## src/rtl/apsk_symbol_mapper.sv

```systemverilog
// apsk_symbol_mapper: gathers serial bits MSB-first into k-bit labels and maps them through a programmable APSK table
module apsk_symbol_mapper #(
    parameter int WL   = 18,
    parameter int FRAC = 10,
    parameter int CNTW = 16
) (
    input  logic            clk,
    input  logic            rst_n,
    input  logic [1:0]      mode_i,
    input  logic            flush_i,
    input  logic            bit_i,
    input  logic            bit_valid_i,
    output logic            bit_ready_o,
    input  logic            lut_we_i,
    input  logic [5:0]      lut_addr_i,
    input  logic [WL-1:0]   lut_re_i,
    input  logic [WL-1:0]   lut_im_i,
    output logic [WL-1:0]   sym_re_o,
    output logic [WL-1:0]   sym_im_o,
    output logic            sym_valid_o,
    input  logic            sym_ready_i,
    output logic [CNTW-1:0] sym_cnt_o
);
    if (FRAC >= WL) begin : g_frac_check
        $error("FRAC must leave at least one integer bit");
    end
    logic [WL-1:0] tab_re [64];
    logic [WL-1:0] tab_im [64];
    logic [2:0]    bit_cnt;
    logic [4:0]    label;
    logic [1:0]    mode_q;
    logic [1:0]    mode_eff;
    logic [2:0]    k;
    logic [4:0]    label_nxt;
    logic [5:0]    base;
    logic [5:0]    addr;
    logic          accept;
    logic          done;
    logic          handoff;
    assign bit_ready_o = !sym_valid_o || sym_ready_i;
    // The first bit of a label uses mode_i directly; later bits use the latched mode.
    always_comb begin
        mode_eff  = (bit_cnt == 3'd0) ? mode_i : mode_q;
        k         = {1'b0, mode_eff} + 3'd2;
        label_nxt = (bit_cnt == 3'd0) ? {4'b0, bit_i} : {label[3:0], bit_i};
        base      = mode_eff == 2'd0 ? 6'd0 : mode_eff == 2'd1 ? 6'd4 : mode_eff == 2'd2 ? 6'd12 : 6'd32;
        addr      = base + {1'b0, label_nxt};
        accept    = bit_valid_i && bit_ready_o && !flush_i;
        done      = accept && (bit_cnt == k - 3'd1);
        handoff   = sym_valid_o && sym_ready_i;
    end
    always_ff @(posedge clk) begin
        if (!rst_n) begin
            for (int i = 0; i < 64; i++) begin
                tab_re[i] <= '0;
                tab_im[i] <= '0;
            end
            bit_cnt     <= '0;
            label       <= '0;
            mode_q      <= '0;
            sym_cnt_o   <= '0;
            sym_re_o    <= '0;
            sym_im_o    <= '0;
            sym_valid_o <= 1'b0;
        end else begin
            if (lut_we_i) begin
                tab_re[lut_addr_i] <= lut_re_i;
                tab_im[lut_addr_i] <= lut_im_i;
            end
            if (handoff)
                sym_cnt_o <= sym_cnt_o + 1'b1;
            if (flush_i || done) begin
                bit_cnt <= '0;
                label   <= '0;
            end else if (accept) begin
                bit_cnt <= bit_cnt + 3'd1;
                label   <= label_nxt;
            end
            if (accept && bit_cnt == 3'd0)
                mode_q <= mode_i;
            // Table read sees the pre-write contents on a same-edge write.
            if (done) begin
                sym_re_o    <= tab_re[addr];
                sym_im_o    <= tab_im[addr];
                sym_valid_o <= 1'b1;
            end else if (handoff) begin
                sym_valid_o <= 1'b0;
            end
        end
    end
endmodule

```

## config.mk

```make
export PLATFORM = sky130hd
export DESIGN_NAME = apsk_symbol_mapper
export DESIGN_NICKNAME = d
export VERILOG_FILES = /design/src/rtl/apsk_symbol_mapper.sv
export SDC_FILE = /design/constraint.sdc
export NUM_CORES = 2
export LEC_CHECK = 0
export BUFFER_PORTS_ARGS = -buffer_cell sky130_fd_sc_hd__buf_2
export CORE_AREA = 2 2 491 493
export CTS_BUF_LIST = sky130_fd_sc_hd__clkbuf_2
export DETAILED_ROUTE_END_ITERATION = 10
export DIE_AREA = 0 0 493 495
export PLACE_DENSITY_LB_ADDON = 0.25
export SYNTH_ARGS = -nofsm -noshare
export SYNTH_HDL_FRONTEND = slang
export SYNTH_SLANG_ARGS = --single-unit
export TNS_END_PERCENT = 1
```

## constraint.sdc

```tcl
create_clock -name clk -period 7.6 [get_ports clk]
set_clock_uncertainty 0.1 [all_clocks]
set_input_delay 1.52 -clock clk [delete_from_list [all_inputs] [get_ports clk]]
set_output_delay 1.52 -clock clk [all_outputs]
set_load 0.02 [all_outputs]
```

==> results_dict.tcl <==
set metrics [dict create \
    status "complete, but fails checks" \
    violations "design-rule violations" \
    die_y_um 495 \
    insertion_delay_ns 2.03 \
    avgViaCountPerCell 5.87 \
    final.setup.tns_ns 0 \
    start_util_pct 44.7 \
    rsz0062_at_grt "no" \
    hold_depth 2 \
    synth_area_per_cell_um2 15.1 \
    async_reset_ff_share_pct 0 \
    tritoncts "built" \
    max_slew_margin_pct 9.79 \
    ant_nets 0 \
    hold_end "tab_im[8][7]" \
    cts_resized 0 \
    port_buffers 104 \
    cts_buffer_depth 4 \
    dp_hpwl_um 221000 \
    drive_gt1_share_pct 26.4 \
    ys_warn_count 0 \
    drt_first_pass_iters 11 \
    final.min_clock_period_ns 5.99 \
    endpoint_kind "register" \
    synth_area_um2 107000 \
    clkSlewWorstSetupHoldPaths_ns 0.11 \
    vias 64527 \
    crit_path_max_fanout 16 \
    seq_area_um2 70400 \
    ios 105 \
    htreeDepth 6 \
    p_leak_uw 0.0410 \
    hold_viol 0 \
    r2r_end "sym_im_o[16]" \
    area_growth_pct 9.37 \
    final_cells 10994 \
    core-area_um2 239000 \
    max_cap_viol_count 0 \
    seq_area_frac_synth_pct 65.9 \
    synth_flop_cell "edfxtp_1" \
    total_power_uw 26400 \
    antenna_found_initial 34 \
    p_clk_share_pct 33.6 \
    synth_edf_count 2304 \
    stdcell_area_um2 117000 \
    die_w_um 493 \
    critical_path_class "reg2reg" \
    fillers 20718 \
    cp.required_ns 9.25 \
    seqPwrFrac_pct 57.3 \
    switching_share_pct 27.4 \
    worstSetupStartpointType "register" \
    cp_cell_sequence "inv_1, ha_1, nor2b_2, mux2i_1, ha_1, inv_1, ha_4, fa_2, clkinv_1, nor2_2, nand3_1, o22a_1, a21oi_1, a311oi_1" \
    overflow 0 \
    cp_slowest_cell "fa_2" \
    cts_buffers 636 \
    p_per_area_nw_per_um2 226 \
    rows 180 \
    max_freq_mhz 167 \
    finalSetupViolations 0 \
    syn_nets 7118 \
    rr_worst_depth 14 \
    place_inst 9892 \
    combPwrFrac_pct 9.1 \
    grt_pass1_wl_um 505000 \
    multi_input_area_um2 34400 \
    grt_pass1_vias 63456 \
    grt_max_degree 87 \
    totalWireLength_um 367000 \
    r2r_start "bit_cnt[0]" \
    dieArea_um2 244000 \
    place_area_um2 111000 \
    route.detailed.drc 24 \
    min_period_over_period_pct 78.8 \
    worst_pin_slew_ns 1.35 \
    drt-initial-drc-count 9066 \
    grt_usage_pct 29.8 \
    cts_root_buf "clkbuf_2" \
    ir_drop_mv 0.143 \
    clock-sinks 2366 \
    routabilityCongestion 0.954 \
    min-delay-start "lut_im_i[7]" \
    nets 7415 \
    synth.distinct_cells 69 \
    cp.arrival_ns 7.64 \
    timing.reg2reg.setup_slack_ns 1.61 \
    internal_power_uw 19100 \
    p_sw_uw 7230 \
    synth_seq_cells 2366 \
    synthCells 7059 \
    hold_class "in2reg" \
    wl_per_cell_um 33.4 \
    slowest_delay_ns 0.87 \
    drv_slew 0 \
]
[cell usage after synthesis, types with 7 or more instances]
cell	n	share of area, %
nor2b_1	9	0.053
a221o_1	15	0.14
a221oi_1	13	0.11
a32oi_1	7	0.057
a21oi_1	48	0.22
edfxtp_1	2304	65
buf_2	72	0.34
nand2_1	272	0.96
o22ai_1	74	0.43
and3_1	36	0.21
buf_6	14	0.15
clkbuf_1	500	1.8
a22oi_1	40	0.28
nor4_1	11	0.064
nand4_1	11	0.064
o21ai_1	9	0.042
buf_4	61	0.43
o221ai_1	12	0.098
nand3_1	66	0.31
nor3_1	19	0.089
inv_1	9	0.032
mux4_2	529	11
ha_1	7	0.082
o2111ai_1	11	0.090
mux2i_1	79	0.74
dfxtp_1	62	1.2
and2_1	2324	14
a211oi_1	22	0.15
xnor2_1	14	0.11
o211ai_1	11	0.077
a311oi_1	17	0.14
nor2_1	93	0.33
a31o_2	12	0.098
o21ai_0	112	0.52
a31oi_1	21	0.12
mux2_2	25	0.26
buf_1	44	0.15
[cell usage in the layout (no fill, tap or decap), types with 47 or more instances in the layout]
| cell | netlist | routed |
|---|---|---|
| and2_1 | 2324 | 2324 |
| edfxtp_1 | 2304 | 2304 |
| clkbuf_2 | 0 | 954 |
| mux4_2 | 529 | 529 |
| nand2_1 | 272 | 267 |
| buf_4 | 61 | 228 |
| buf_2 | 72 | 99 |
| clkinv_1 | 0 | 81 |
| mux2i_1 | 79 | 79 |
| o22ai_1 | 74 | 74 |
| o21ai_4 | 0 | 64 |
| nand3_1 | 66 | 64 |
| dfxtp_1 | 62 | 62 |
| nor2_2 | 0 | 60 |
| a21oi_1 | 48 | 48 |
| o21ai_0 | 112 | 47 |
[final cells by class]
type | count | share of cell area, %
Multi-Input combinational cell | 3991 | 29.4
Sequential cell | 2366 | 60.2
Inverter | 9 | 0.0310
Antenna cell | 24 | 0.0514
Clock buffer | 954 | 4.08
Clock inverter | 113 | 0.561
Tap cell | 3185 | 3.41
Timing Repair Buffer | 352 | 2.21
[kinds of logic (layout without fill, tap and decap cells)]
family / Yosys count / after routing / synth area share [%]
compound gates: 462 / 462 / 2.91
xor+xnor: 18 / 18 / 0.155
fa+ha+maj: 8 / 8 / 0.101
buf+inv: 702 / 1428 / 2.89
flops: 2366 / 2366 / 65.9
mux: 634 / 634 / 12.2
other cells: 0 / 24 / 0
simple gates: 2869 / 2869 / 15.9
[worst max-delay path by stage]
stage | start | endpoint | slack [ns]
CTS | bit_cnt[0] | sym_im_o[16] | 1.72
global route | bit_cnt[0] | sym_im_o[16] | 1.39
floorplan | lut_addr_i[4] | tab_im[34][0] | 2.11
detailed placement | mode_i[0] | sym_im_o[16] | 1.25
finish | bit_cnt[0] | sym_im_o[16] | 1.61
global placement | mode_i[0] | sym_im_o[16] | 1.42
[sequential cells by signal, summed over array words and instances (netlist names)]
register	cells
tab_im	1152
tab_re	1152
sym_im_o	18
sym_re_o	18
sym_cnt_o	16
label	4
bit_cnt	3
mode_q	2
sym_valid_o	1
[through the flow]
step / worst slack (ns) / hold WS (ns) / util [%]
2_1_floorplan: 2.11 / 0.332 / -
3_3_place_gp: 1.42 / 0.342 / 46.5
3_5_place_dp: 1.25 / 0.360 / 46.5
4_1_cts: 1.72 / 0.0136 / 48.9
5_1_grt: 1.39 / 0.130 / 48.9
6_report: 1.61 / 0.225 / 48.9
[worst max-delay path, delay by kind of cell (launching register included)]
family / cells / cell delay (ns)
compound gates: 3 / 0.87
fa+ha+maj: 4 / 1.50
buf+inv: 3 / 0.60
flops: 1 / 0.38
mux: 1 / 0.43
simple gates: 3 / 1.87
[metal layers]
metal | global-route usage [%] | wire length [um] | vias to the layer above
met3 | 6.38 | 36200 | 687
li1 | - | - | 26863
met1 | 39.1 | 137000 | 33256
met2 | 45.6 | 169000 | 3715
met5 | 0 | 41 | -
met4 | 18.5 | 24900 | 6
[power groups by stage]
stage	combinational, uW	clock [uW]	sequential (uW)
after floorplan	1200	0	15400
after global placement	2390	0	15400
after detailed placement	2390	0	15400
after CTS	2400	9020	15100
after global routing	2440	9630	15200
final	2410	8860	15100
[repair_timing]
action / CTS / global route
setup buffers: 0 / 0
hold endpoints to repair: 42 / 0
hold buffers: 11 / 0
Note: power is estimated with default switching activity, not from simulation.
